File: config.mk
export PLATFORM = sky130hd
export DESIGN_NAME = ddr2_pat_gen
export DESIGN_NICKNAME = d
export VERILOG_FILES = /design/src/rtl/ddr2_tc_pkg.sv /design/src/rtl/ddr2_pat_gen.sv
export SDC_FILE = /design/constraint.sdc
export NUM_CORES = 1
export LEC_CHECK = 0
export ABC_AREA = 1
export CAP_MARGIN = 40
export CORE_MARGIN = 8
export CORE_UTILIZATION = 55
export CTS_CLUSTER_DIAMETER = 150
export DETAILED_ROUTE_END_ITERATION = 10
export PLACE_DENSITY = 0.8
export SYNTH_ARGS = -nofsm -noshare
export SYNTH_HDL_FRONTEND = slang
export SYNTH_SLANG_ARGS = --single-unit
File: constraint.sdc
create_clock -name clk -period 5 [get_ports clk]
set_clock_uncertainty 0.05 [all_clocks]
set_input_delay 1.25 -clock clk [delete_from_list [all_inputs] [get_ports clk]]
set_output_delay 1.25 -clock clk [all_outputs]
set_load 0.02 [all_outputs]
File: src/rtl/ddr2_tc_pkg.sv
// Shared definitions for the DDR2 traffic checker: FSM state encoding, data
// pattern selectors and the PRBS-31 (x^31 + x^28 + 1) generator constants.
package ddr2_tc_pkg;

    typedef enum logic [2:0] {
        StIdle,
        StWrite,
        StGap,
        StRead,
        StDrain,
        StDone
    } tc_state_e;

    localparam logic [1:0] ModeInc  = 2'd0;
    localparam logic [1:0] ModePrbs = 2'd1;
    localparam logic [1:0] ModeWalk = 2'd2;
    localparam logic [1:0] ModeInv  = 2'd3;

    localparam logic [30:0]  PrbsSeed  = 31'h1;
    localparam int unsigned  PrbsTapHi = 30;
    localparam int unsigned  PrbsTapLo = 27;

    // Feedback bit of one LFSR step; the state shifts left and takes this bit in.
    function automatic logic prbs_fb(input logic [30:0] s);
        return s[PrbsTapHi] ^ s[PrbsTapLo];
    endfunction

endpackage

File: src/rtl/ddr2_pat_gen.sv
// Pattern generator for one word stream (write data or expected read data).
// Ports:
//   clk, rst  clock / asynchronous active-high reset
//   mode      pattern select (increment, PRBS-31, walking-one, ~index)
//   load      full re-seed: index 0, walking bit 0, LFSR back to seed
//   restart   index and walking bit back to 0, LFSR keeps running
//   advance   step to the next word
//   data      pattern word for the current index
module ddr2_pat_gen
    import ddr2_tc_pkg::*;
#(
    parameter int unsigned DATA_W = 32
) (
    input  logic              clk,
    input  logic              rst,
    input  logic [1:0]        mode,
    input  logic              load,
    input  logic              restart,
    input  logic              advance,
    output logic [DATA_W-1:0] data
);

    logic [15:0]       idx;
    logic [DATA_W-1:0] walk;
    logic [30:0]       lfsr;
    logic [30:0]       lfsr_next;
    logic [DATA_W-1:0] prbs_word;

    // Parallel PRBS: DATA_W serial steps unrolled; bit k of the word is the
    // k-th generated bit.
    always_comb begin : prbs_calc
        logic [30:0] s;
        s         = lfsr;
        prbs_word = '0;
        for (int k = 0; k < DATA_W; k++) begin
            prbs_word[k] = prbs_fb(s);
            s            = {s[29:0], prbs_word[k]};
        end
        lfsr_next = s;
    end

    always_ff @(posedge clk or posedge rst) begin
        if (rst) begin
            idx  <= '0;
            walk <= DATA_W'(1);
            lfsr <= PrbsSeed;
        end else if (load) begin
            idx  <= '0;
            walk <= DATA_W'(1);
            lfsr <= PrbsSeed;
        end else if (restart) begin
            idx  <= '0;
            walk <= DATA_W'(1);
        end else if (advance) begin
            idx  <= idx + 16'd1;
            // Rotating register gives 1 << (idx mod DATA_W) without a modulo.
            walk <= {walk[DATA_W-2:0], walk[DATA_W-1]};
            lfsr <= lfsr_next;
        end
    end

    always_comb begin
        data = '0;
        unique case (mode)
            ModeInc:  data = DATA_W'(idx);
            ModePrbs: data = prbs_word;
            ModeWalk: data = walk;
            ModeInv:  data = ~DATA_W'(idx);
            default:  data = '0;
        endcase
    end

endmodule

## After elaboration in Yosys (flattened, before gate mapping)

Index checks and enable logic that the tools add are counted.

| cells by class | value |
|---|---|
| shifts and indexed selects | 0 |
| equality and inequality tests | 4 |
| muxes and demuxes | 10 |
| bitwise operators | 33 |
| order comparisons | 0 |
| divide/modulo/power cells | 0 |
| reduce and logical (&&, ||, !) cells | 4 |
| multiply operators | 0 |
| add/subtract/negate cells | 1 |

Operators with widths:

| kind | count |
|---|---|
| 32-bit case mux with 4 select lines | 1 |
| 32-bit two-way mux | 3 |
| 31-bit two-way mux | 3 |
| 16-bit two-way mux | 3 |
| 16-bit NOT with 32-bit output | 1 |
| 1-bit bitwise XOR | 32 |
| 16-bit by 1-bit adder with 16-bit output (second input constant) | 1 |
| 2-bit == test (second input constant) | 2 |
| 3-bit nonzero test | 1 |
| 2-bit by 1-bit == test with 1-bit output (second input constant) | 1 |
| 2-bit logical NOT | 1 |
| 2-bit != test (second input constant) | 1 |
| 2-bit AND reduction | 1 |
| 2-bit nonzero test | 1 |

| word-level totals | value |
|---|---|
| ROM bits | 0 |
| word-level logic and storage cells | 55 |
| memories | 0 |
| input port bits | 7 |
| bits in latches | 0 |
| bits in writable memories | 0 |
| register bits after elaboration | 79 |
| output and inout bits | 32 |

## Depth between registers and ports, before layout

| logic depth | value |
|---|---|
| depth in word-level cells | 5 |
| gate-level depth with buffers | 9 |

## Least setup slack after synthesis

No wires, ideal clock.

| path | value |
|---|---|
| path kind | input-to-output |
| start | input mode[0] |
| end | output data[10] |
| required time | 3.700 ns |
| arrival | 2.082 ns |
| stages on the path | 5 |
| path slack | 1.618 ns |
| buffers on the path | 2 |
| path through | buf_2 -> nor2_2 -> buf_2 -> nand2_1 -> o2111ai_1 |

| between the ends | value |
|---|---|
| cells in the longest elaborated chain, start to end | 2 |

RTL lines:

| item | line | text |
|---|---|---|
| from (decl) | ddr2_pat_gen.sv:16 | `input logic [1:0] mode,` |
| 2-bit == test, or another cell as far along | ddr2_pat_gen.sv:64 | `unique case (mode)` |
| 32-bit case mux with 4 select lines (*) | ddr2_pat_gen.sv:64 |  |
| to (decl) | ddr2_pat_gen.sv:20 | `output logic [DATA_W-1:0] data` |

Mark *: on every way between the ends. The rest lies on a longest branch, timed or not.

## Worst setup path in the final report

| path | value |
|---|---|
| start | input mode[0] |
| end | output data[4] |

The elaborated chain is that of the path after synthesis.

==> results.cfg <==
[setup_path]
r2r-start = idx[0]
endpoint_kind = output port
regToRegEndpoint = idx[12]
cp_max_fo = 11
reg2reg_setup_slack_ns = 3.43
critical_path_required_time_ns = 3.70
worstPathArrival_ns = 3.34
worst_case_reg_to_reg_path_depth = 8
element_type_at_the_critical_path_start = primary input
setup.worst_path.class = primary input to output port

[route]
route.detailed.drc = 0
detailroute.via_count = 3770
dr.pass1.iters = 5
route.final.wire_length_um = 11100
routed_antenna_nets = 0
first_iter_violations = 300
viasPerCell = 5.89
post_drt_wl_per_cell_um = 17.4

[sta]
clock.fmax_mhz = 215
fin_setup_tns_ns = 0
slew_headroom_pct = 58.0
final-max-slew-violation-count = 0
rsz0062_at_grt = false
period_share_pct = 92.9
worst_slew_pin_slew_ns = 0.630
hold_violations = 0
min_period_ns = 4.64
fin_hold_ws_ns = 0.473
timing.final.setup_violations = 0

[place]
dp_hpwl_um = 7710
numPortBuffers = 38
place_congestion = 0.921

[run_status]
status = complete, no violations

[floorplan]
number_of_placed_i_o_pins = 39
die_h_um = 103
die-area_um2 = 10600
std_cell_rows = 31
die_width_um = 103
design.core.area_um2 = 7290
start_util_pct = 56.9

[synthesis]
seq_area_frac_synth_pct = 47.7
synth_compound_gate_area_share_pct = 18.2
synth_mux_area_share_pct = 0
synthDistinctLibCells = 29
dominant_combinational_cell_family_by_area_after_synthesis = simple AND/OR/NAND/NOR gates
synth_warnings = 0
syn_area_um2 = 4150
synth_area_leader_cell = sky130_fd_sc_hd__dfrtp_1
synth-xor-area-share_pct = 6.54
synth-simple-area-share_pct = 19.4
synth-edff-count = 0
synthesis.instances = 503
synth_nets = 511
synth.top_cell.area_share_pct = 46.4
yosys.area_share.adder_pct = 0.302
synthArstFlopShare_pct = 100
synth-main-ff-cell = sky130_fd_sc_hd__dfrtp_1
synth_area_per_cell_um2 = 8.25
biggest_area_contributors_in_the_synthesized_netlist = sky130_fd_sc_hd__dfrtp_1 (46%), sky130_fd_sc_hd__nand2_1 (11%), sky130_fd_sc_hd__o21ai_0 (6.5%), sky130_fd_sc_hd__inv_1 (4.1%), sky130_fd_sc_hd__nand3_1 (3.5%)
synth-seq-cells = 79

[final_layout]
count_of_fill_cells_added_during_filler_insertion = 617
finalNetCount = 544
flow.area_growth_from_synthesis_pct = 17.2
drive_gt1_share_pct = 8.32
n_antenna_cell = 0

[min_path]
min_delay_worst_endpoint = walk[15]
hold-path-cell-count = 2
hp-class = flip-flop to flip-flop
min_from = walk[14]

[global_route]
grt_pass1_wl_um = 18700
antenna_found_initial = 0
grt_use_met1_pct = 30.6
gr-usage-all-layers_pct = 22.8
groute.layer.met3.usage_pct = 5.06
grt_start_max_net_pins = 50
met2_usage_pct = 34.4
grt_pass1_vias = 3632
overflow = 0
grt_busiest_layer = met2

[clocking]
ctsHoldBuffers = 0
cts-resized-gates = 0
max-clock-path-buffers = 2
worstSkewPairLatency_ns = 0.35
cts_setup_buffers = 0
cts_tree = done
clk_transition_reported_paths_ns = 0.08
cts-buffers-inserted = 9
clockRootBuffer = sky130_fd_sc_hd__clkbuf_8
ctsHtreeMaxLevel = 3
cts_num_sinks = 79

[power]
vdd_ir_drop_max_mv = 0.187
sw_share_pct = 24.6
power_share_of_the_combinational_group_pct = 10.9
power.internal_w = 0.00108
power.sequential.fraction_pct = 45.3
p_switching_w = 0.000352
power.clock.fraction_pct = 43.8
cellLeakagePower_nw = 2.12
power.density_cell_area_nw_per_um2 = 295

[job]
drv.max_cap_violation_count = 0
-- critical path: stages --
cell and delay, ns:
sky130_fd_sc_hd__clkdlybuf4s50_1 0.51, sky130_fd_sc_hd__inv_1 0.25, sky130_fd_sc_hd__nand2_1 0.35, sky130_fd_sc_hd__o2111ai_1 0.33
sky130_fd_sc_hd__clkdlybuf4s50_1 0.65
-- cells in the final DEF (no fill, tap or decap), types with 9 or more instances in the layout --
master | netlist | routed
sky130_fd_sc_hd__xor2_1 | 16 | 16
sky130_fd_sc_hd__nor2_1 | 23 | 22
sky130_fd_sc_hd__buf_4 | 3 | 10
sky130_fd_sc_hd__clkbuf_8 | 0 | 9
sky130_fd_sc_hd__nand3_1 | 29 | 29
sky130_fd_sc_hd__a22o_1 | 13 | 13
sky130_fd_sc_hd__inv_1 | 45 | 44
sky130_fd_sc_hd__o21ai_0 | 54 | 54
sky130_fd_sc_hd__dfrtp_1 | 77 | 77
sky130_fd_sc_hd__clkdlybuf4s50_1 | 0 | 38
sky130_fd_sc_hd__nand2_1 | 119 | 119
sky130_fd_sc_hd__o22ai_1 | 13 | 13
sky130_fd_sc_hd__o2111ai_1 | 16 | 16
sky130_fd_sc_hd__xnor2_1 | 15 | 15
sky130_fd_sc_hd__o21ai_1 | 19 | 19
-- flip-flops by register name, summed over array words and instances (netlist names) --
signal	flops
lfsr	31
idx	16
walk	32
-- cell families after synthesis --
group | count (synthesis)
and+or+nand+nor | 190
AOI/OAI and AO/OA | 125
DFF | 79
buffers and inverters | 77
xor gates and xnor gates | 31
adders and majority gates | 1
-- through the flow --
step	power (W)	setup WS [ns]	instance area [um^2]	std cells	util (%)
after floorplan	0.000753	1.62	4150	503	-
after global placement	0.000816	0.483	4600	624	63.0
after detailed placement	0.000818	0.388	4600	624	63.0
after CTS	0.00145	0.372	4860	640	66.7
after global routing	0.00149	0.258	4860	640	66.7
final	0.00143	0.356	4860	640	66.7
-- cell type report --
type | count | area, um^2 | share of cell area [%]
flip-flops and latches | 79 | 1980 | 40.7
multi-input cells | 347 | 1850 | 37.9
repair buffers | 48 | 455 | 9.36
inverters | 51 | 191 | 3.94
clock inverters | 7 | 144 | 2.96
clock buffers | 9 | 124 | 2.55
well taps | 99 | 124 | 2.55
-- synth_stat cells (6+ instances only) --
| cell type | count |
|---|---|
| sky130_fd_sc_hd__nor2_1 | 23 |
| sky130_fd_sc_hd__dfrtp_1 | 77 |
| sky130_fd_sc_hd__nand3_1 | 29 |
| sky130_fd_sc_hd__inv_1 | 45 |
| sky130_fd_sc_hd__inv_2 | 6 |
| sky130_fd_sc_hd__buf_2 | 9 |
| sky130_fd_sc_hd__a21oi_1 | 8 |
| sky130_fd_sc_hd__nor3_1 | 6 |
| sky130_fd_sc_hd__nand2_1 | 119 |
| sky130_fd_sc_hd__nor2_2 | 6 |
| sky130_fd_sc_hd__xor2_1 | 16 |
| sky130_fd_sc_hd__o2111ai_1 | 16 |
| sky130_fd_sc_hd__o21ai_1 | 19 |
| sky130_fd_sc_hd__a22o_1 | 13 |
| sky130_fd_sc_hd__o21ai_0 | 54 |
| sky130_fd_sc_hd__clkbuf_1 | 9 |
| sky130_fd_sc_hd__o22ai_1 | 13 |
| sky130_fd_sc_hd__xnor2_1 | 15 |
-- worst max path at each step --
| stage | from | to | slack [ns] | depth (start not counted) |
|---|---|---|---|---|
| 4_1_cts | mode[0] | data[4] | 0.37 | 5 |
| 6_report | mode[0] | data[4] | 0.36 | 5 |
| 3_5_place_dp | mode[0] | data[4] | 0.39 | 5 |
| 5_1_grt | mode[0] | data[4] | 0.26 | 5 |
| 3_3_place_gp | mode[0] | data[10] | 0.48 | 5 |
| 2_1_floorplan | mode[0] | data[10] | 1.62 | 5 |
-- per-layer routing --
layer,vias to the layer above,part of all wire [%]
met2,161,47
met1,1832,44
met4,0,3.4
met3,31,5.6
met5,-,0
li1,1746,-
-- power groups by stage --
stage	Sequential, W	Clock [W]	Combinational (W)
finish	0.000650	0.000628	0.000157
global route	0.000651	0.000667	0.000169
CTS	0.000650	0.000638	0.000157
detailed placement	0.000663	0	0.000156
global placement	0.000662	0	0.000154
floorplan	0.000661	0	0.0000926
(Power assumes the default switching activity.)
